**src/rtl/parking_ctrl.sv**
```systemverilog
// ============================================================================
//  Module      : parking_ctrl
//  Description : Two-class (university / general) parking lot occupancy
//                controller with optional time-of-day capacity split,
//                enabled by defining PARKING_TIMED_CAP_EN.
//  Revision    : 1.0 - initial release
// ============================================================================
`default_nettype none

module parking_ctrl #(
    parameter int CYCLES_PER_HOUR = 4
) (
    input  logic        clk,
    input  logic        rst,
    input  logic        ci,
    input  logic        uci,
    input  logic        ce,
    input  logic        uce,
    output logic [10:0] upc,
    output logic [10:0] pc,
    output logic [10:0] uvs,
    output logic [10:0] vs,
    output logic        uivs,
    output logic        ivs
);

    localparam logic [10:0] c_TOTAL    = 11'd700;
    localparam logic [10:0] c_UCAP_DAY = 11'd500;

    logic [10:0] r_upc;
    logic [10:0] r_pc;
    logic        r_uivs;
    logic        r_ivs;

    logic [10:0] w_ucap;
    logic [10:0] w_gcap;
    logic [10:0] w_uvs;
    logic [10:0] w_vs;
    logic        w_uin;
    logic        w_uout;
    logic        w_gin;
    logic        w_gout;

`ifdef PARKING_TIMED_CAP_EN
    localparam int              c_PW   = (CYCLES_PER_HOUR > 1) ? $clog2(CYCLES_PER_HOUR) : 1;
    localparam logic [c_PW-1:0] c_PMAX = c_PW'(CYCLES_PER_HOUR - 1);

    logic [c_PW-1:0] r_presc;
    logic [4:0]      r_hour;

    always_ff @(posedge clk or posedge rst) begin
        if (rst) begin
            r_presc <= '0;
            r_hour  <= 5'd8;
        end else if (r_presc == c_PMAX) begin
            r_presc <= '0;
            r_hour  <= (r_hour == 5'd23) ? 5'd0 : r_hour + 5'd1;
        end else begin
            r_presc <= r_presc + 1'b1;
        end
    end

    // University share shrinks through the afternoon, general share grows
    always_comb begin
        w_ucap = c_UCAP_DAY;
        if (r_hour >= 5'd15)
            w_ucap = 11'd200;
        else if (r_hour == 5'd14)
            w_ucap = 11'd300;
        else if (r_hour == 5'd13)
            w_ucap = 11'd400;
    end
`else
    assign w_ucap = c_UCAP_DAY;
`endif

    assign w_gcap = c_TOTAL - w_ucap;

    // Saturate at zero: a capacity drop may leave more cars than spaces
    assign w_uvs = (r_upc >= w_ucap) ? 11'd0 : w_ucap - r_upc;
    assign w_vs  = (r_pc  >= w_gcap) ? 11'd0 : w_gcap - r_pc;

    assign w_uin  = uci & (w_uvs != 11'd0);
    assign w_uout = uce & (r_upc != 11'd0);
    assign w_gin  = ci  & (w_vs  != 11'd0);
    assign w_gout = ce  & (r_pc  != 11'd0);

    always_ff @(posedge clk or posedge rst) begin
        if (rst) begin
            r_upc  <= 11'd0;
            r_pc   <= 11'd0;
            r_uivs <= 1'b0;
            r_ivs  <= 1'b0;
        end else begin
            r_upc  <= r_upc + {10'd0, w_uin} - {10'd0, w_uout};
            r_pc   <= r_pc  + {10'd0, w_gin} - {10'd0, w_gout};
            r_uivs <= (uci & ~w_uin) | (uce & ~w_uout);
            r_ivs  <= (ci  & ~w_gin) | (ce  & ~w_gout);
        end
    end

    assign upc  = r_upc;
    assign pc   = r_pc;
    assign uvs  = w_uvs;
    assign vs   = w_vs;
    assign uivs = r_uivs;
    assign ivs  = r_ivs;

endmodule

`default_nettype wire

```
**config.mk**
```make
export PLATFORM = sky130hd
export DESIGN_NAME = parking_ctrl
export DESIGN_NICKNAME = d
export VERILOG_FILES = /design/src/rtl/parking_ctrl.sv
export SDC_FILE = /design/constraint.sdc
export NUM_CORES = 1
export LEC_CHECK = 0
export CORE_ASPECT_RATIO = 0.5
export CORE_MARGIN = 1
export CORE_UTILIZATION = 48
export CTS_BUF_LIST = sky130_fd_sc_hd__clkbuf_16
export DETAILED_ROUTE_END_ITERATION = 12
export PLACE_DENSITY = 0.77
export SLEW_MARGIN = 15
export SYNTH_ARGS = -nofsm -noshare
export SYNTH_HDL_FRONTEND = slang
export SYNTH_SLANG_ARGS = --single-unit
```
**constraint.sdc**
```tcl
create_clock -name clk -period 3.4 [get_ports clk]
set_input_delay 0.68 -clock clk [delete_from_list [all_inputs] [get_ports clk]]
set_output_delay 0.68 -clock clk [all_outputs]
set_load 0.05 [all_outputs]
```
## Word-level counts from Yosys, hierarchy flattened

Cells that the tools add are included.

- Bits in registers: 24
- Output and inout port bits: 46
- RAM bits: 0
- ROM bits: 0
- Logic and storage cells: 32
- Bits of input ports: 6
- Latch bits: 0
- Memories kept: 0

- Reductions and logical operators: 4
- Add/subtract/negate cells: 6
- Bitwise logic cells: 14
- Multipliers: 0
- Magnitude comparators: 2
- Muxes and demuxes: 2
- Divide/modulo/power cells: 0
- Equal/unequal tests: 0
- Shift operators: 0

Operators with widths:

| cell | count |
|---|---|
| 11-bit nonzero test | 4 |
| 11-bit by 1-bit adder with 11-bit output | 2 |
| 11-bit 2-to-1 mux | 2 |
| 11-bit by 1-bit subtractor with 11-bit output | 2 |
| 11-bit by 8-bit greater-or-equal comparator with 1-bit output (second input constant) | 1 |
| 11-bit by 9-bit greater-or-equal comparator with 1-bit output (second input constant) | 1 |
| 8-bit by 11-bit subtractor with 11-bit output (first input constant) | 1 |
| 9-bit by 11-bit subtractor with 11-bit output (first input constant) | 1 |
| 1-bit bitwise AND | 8 |
| 1-bit inverter | 4 |
| 1-bit bitwise OR | 2 |

## Longest topological paths before layout

- Depth in word-level cells: 7
- Gate-level depth with buffers: 18
- Mapped depth without buffers: 17

## Worst setup path before layout

No wires, ideal clock.

- Path kind: flip-flop to flip-flop
- Start point: register r_upc[2], in the netlist upc[2]
- End point: register r_upc[10], in the netlist upc[10]
- Period minus slack after synthesis: 3885 ps
- Library setup time: 132 ps
- Required time: 3268 ps
- Stages on the path, launching flop included: 19
- Buffers on the path: 1
- Arrival: 3754 ps
- Slack: -485 ps
- Cells stage by stage: dfrtp_1 -> clkbuf_1 -> inv_1 -> ha_1 -> a21oi_2 -> a41oi_1 -> nor3_1 -> nand4_1 -> o21ai_0 -> ha_1 -> inv_1 -> ha_1 -> inv_1 -> fa_1 -> nor2b_1 -> o21ai_0 -> a31oi_1 -> and4b_1 -> nor3_1

- Cells in the longest elaborated chain, start to end: 6
- Elaborated cells on any way between the ends: 9
- Those cells by class: 3 x add/sub; 1 x order compare; 1 x mux; 2 x bitwise; 2 x reduce/logical

RTL lines:

| item | line | source |
|---|---|---|
| start, declared | 30 | `logic [10:0] r_upc;` |
| start signal, assigned | 95 | `r_upc <= r_upc + {10'd0, w_uin} - {10'd0, w_uout};` |
| 9-bit by 11-bit subtractor with 11-bit output / 11-bit by 9-bit greater-or-equal comparator with 1-bit output (equally long branches) | 80 | `assign w_uvs = (r_upc >= w_ucap) ? 11'd0 : w_ucap - r_upc;` |
| 11-bit 2-to-1 mux | 80 |  |
| 11-bit nonzero test | 83 | `assign w_uin = uci & (w_uvs != 11'd0);` |
| 1-bit bitwise AND | 83 |  |
| 11-bit by 1-bit adder with 11-bit output | 95 |  |
| 11-bit by 1-bit subtractor with 11-bit output (*) | 95 |  |

Mark *: on every way between the ends. The rest lies on a longest branch, timed or not.

## Final worst setup path

- Start point: register r_pc[3], in the netlist pc[3]
- End point: register r_pc[10], in the netlist pc[10]

- Cells in the longest elaborated chain, start to end: 6
- Elaborated cells on any way between the ends: 9
- Those cells by class: 3 x add/sub; 1 x order compare; 1 x mux; 2 x bitwise; 2 x reduce/logical

RTL lines:

| item | line | source |
|---|---|---|
| start, declared | 31 | `logic [10:0] r_pc;` |
| start signal, assigned | 96 | `r_pc <= r_pc + {10'd0, w_gin} - {10'd0, w_gout};` |
| 8-bit by 11-bit subtractor with 11-bit output / 11-bit by 8-bit greater-or-equal comparator with 1-bit output (equally long branches) | 81 | `assign w_vs = (r_pc >= w_gcap) ? 11'd0 : w_gcap - r_pc;` |
| 11-bit 2-to-1 mux | 81 |  |
| 11-bit nonzero test | 85 | `assign w_gin = ci & (w_vs != 11'd0);` |
| 1-bit bitwise AND | 85 |  |
| 11-bit by 1-bit adder with 11-bit output | 96 |  |
| 11-bit by 1-bit subtractor with 11-bit output (*) | 96 |  |

Marked as above.

==> results_dict.tcl <==
set metrics [dict create \
    fin_cells 503 \
    maxSlewHeadroom_pct 30.61 \
    dp_hpwl_microns 5713 \
    hp-class "reg2reg" \
    met1Wirelength_microns 3485 \
    clock_latency_ns 0.26 \
    violations "negative setup slack" \
    syn_area_sq_um 2751 \
    port-buffer-count 51 \
    crit_path_start "pc[3]" \
    antenna_found_initial 0 \
    whs_ns 0.6657 \
    synth_top_cell_area_share_pct 21.83 \
    cts.sinks 24 \
    drive_gt1_share_pct 37.91 \
    clock_skew_ns 0.004154 \
    ant_nets 0 \
    cts-root-buf "clkbuf_16" \
    timing.fmax_mhz 288.6 \
    cts_buffers 3 \
    async_flop_share_pct 100.0 \
    maxCapViolations 0 \
    rsz0062_at_grt "yes" \
    critPathMaxFanout 4 \
    rows 19 \
    syn_nets 377 \
    status "complete, but fails checks" \
    setup.worst_path.start_class "flop" \
    dieArea_sq_um 6057 \
    placeableCoreArea_sq_um 5492 \
    vias 2723 \
    antenna_cells 0 \
    synth_edf_count 0 \
    required_ns 3.59 \
    preCtsSetupSlack_ns -0.1032 \
    cts_htree_levels 1 \
    setup_ws_ns -0.06488 \
    critPathSlowestCell "dfrtp_2" \
    nets 487 \
    grt_usage_pct 25.32 \
    r2r_start "pc[3]" \
    fp.dieH_microns 55.54 \
    yosysTopAreaCell "dfrtp_1" \
    crit_type "reg2reg" \
    wl_microns 7600 \
    grt_pass1_wl_microns 12190 \
    drt_iter0_drc 120 \
    max_stage_delay_ns 0.46 \
    routedWlPerCell_microns 15.11 \
    postPlaceCellArea_sq_um 3799 \
    fin_crit_ns 3.465 \
    avgViaCountPerCell 5.414 \
    initial_core_util_pct 50.10 \
    synth_warnings 0 \
    yosysSeqAreaShare_pct 21.83 \
    synth_cell_type_count 60 \
    synth_common_cells "ha_1 (48), inv_1 (48), dfrtp_1 (24)" \
    firstDrtPassIters 4 \
    dp_cells 489 \
    postLayoutCellArea_sq_um 4138 \
    drc_errors 0 \
    synth_ff_type "dfrtp_1" \
    period_share_pct 101.9 \
    grt_pass1_vias 2703 \
    cts.path.max_buffers 2 \
    highest_layer "met4" \
    cp_common_cell "ha_4" \
    critPathCaptureType "flop" \
    tritoncts "done" \
    grt_overflow 0 \
    synthCells 321 \
    yosys_register_bits 24 \
    ios 52 \
    grt_max_degree 25 \
    setup_viol 3 \
    crit_chain "ha_4 -> and3b_1 -> or3_1 -> and4_1 -> a41oi_2 -> nand2_1 -> ha_4 -> inv_2 -> ha_4 -> inv_2 -> fa_2 -> o21ba_4 -> o2111ai_4 -> a31oi_1 -> o21bai_1 -> xnor2_1" \
    die_w_microns 109.1 \
    hold_viol 0 \
    rr_worst_depth 16 \
    critPathArrivalTime_ns 3.65 \
    r2r_slack_ns -0.06 \
    clk_pin_slew_ns 0.07 \
    wl_met3_microns 221 \
    gp_congestion 0.9392 \
    worst_pin_slew_ns 1.034 \
    synth_top_cells_by_area "dfrtp_1 (22%), ha_1 (22%), inv_1 (6.5%), xnor2_1 (6.4%), xor2_1 (3.2%)" \
    slew_viol_final 0 \
    r2r_end "pc[10]" \
    wl_met2_microns 3784 \
    crit_end "pc[10]" \
    area_delta_synth_final_pct 50.39 \
    synth.avg_cell_area_sq_um 8.571 \
]
-- critical path: cells and delay by family (launching register included) --
kind / cells / cell delay [ns]
buf+inv: 2 / 0.10
simple gates: 4 / 0.84
fa+ha+maj: 4 / 0.89
xor+xnor: 1 / 0.13
compound gates: 5 / 0.97
flops: 1 / 0.46
-- cell usage in the layout (no fill, tap or decap), types with 3 or more instances in the layout --
cell and instances:
clkdlybuf4s50_1 34, o21ai_0 5, dfrtp_1 6, nor3_1 8, ha_4 11, or3_1 5, nor3b_1 4, xnor2_1 19
nor2b_1 9, inv_1 35, nand3b_1 3, or3b_2 3, nor2_2 8, nor4_1 3, inv_4 4, nor2_1 23
ha_2 4, nand4_1 3, xor2_1 10, inv_2 8, clkbuf_16 3, dfrtp_2 18, nand2b_1 4, a31oi_1 4
nand2_1 14, buf_4 74, ha_1 33, a21oi_1 10, nand3_1 5, o21ai_1 3
-- timing repair --
action | in CTS | in global routing
pin swaps | 5 | 19
buffers inserted | 0 | 10
resized for setup | 6 | 31
endpoints found under the setup margin | 4 | 8
hold buffers | 0 | 0
-- through the flow --
| step | TNS (ns) | utilization, % |
|---|---|---|
| after floorplan | -0.1046 | - |
| after global placement | -0.01266 | 69.17 |
| after detailed placement | -0.2492 | 69.17 |
| after CTS | -0.07548 | 71.22 |
| after global routing | -1.032 | 75.35 |
| final | -0.1468 | 75.35 |
-- worst min-delay path by stage --
stage                start     end  slack, ns  cells past startpoint
finish               pc[0]   pc[0]       0.67                      2
global route         pc[0]   pc[0]       0.69                      2
CTS                 upc[0]  upc[0]       0.66                      2
detailed placement  upc[0]  upc[0]       0.64                      2
global placement    upc[0]  upc[0]       0.64                      2
floorplan              rst     ivs       0.69                      1
-- area by class of cell --
| type | count | area (sq um) |
|---|---|---|
| tap | 73 | 91.34 |
| sequential | 24 | 623.1 |
| clock inverter | 1 | 3.754 |
| clock buffer | 3 | 75.07 |
| fill | 367 | 1354 |
| multi-input combinational | 244 | 2236 |
| inverter | 48 | 190.2 |
| timing repair buffer | 110 | 918.4 |
-- sequential cells by signal, summed over array words and instances, names as in the netlist --
name and flops:
ivs 1, pc 11, uivs 1, upc 11
-- kinds of logic (layout without fill, tap and decap cells) --
kind of cell	after synthesis	count (layout)	share of synthesized area [%]
buffers and inverters	53	162	7.867
AND/OR/NAND/NOR	108	108	22.42
adder cells (fa/ha/maj)	50	50	23.28
flip-flops	24	24	21.83
XOR/XNOR	30	30	9.550
AO/OA/AOI/OAI	56	56	15.05
-- layer usage --
| metal | GRT usage (%) | up-vias |
|---|---|---|
| met2 | 45.64 | 72 |
| li1 | - | 1339 |
| met4 | 5.598 | 0 |
| met1 | 32.27 | 1296 |
| met5 | 0 | - |
| met3 | 2.952 | 16 |
Power is left out: the tool's default activity adds up to more than one toggle a clock period on the data nets, which glitch-free logic cannot reach.
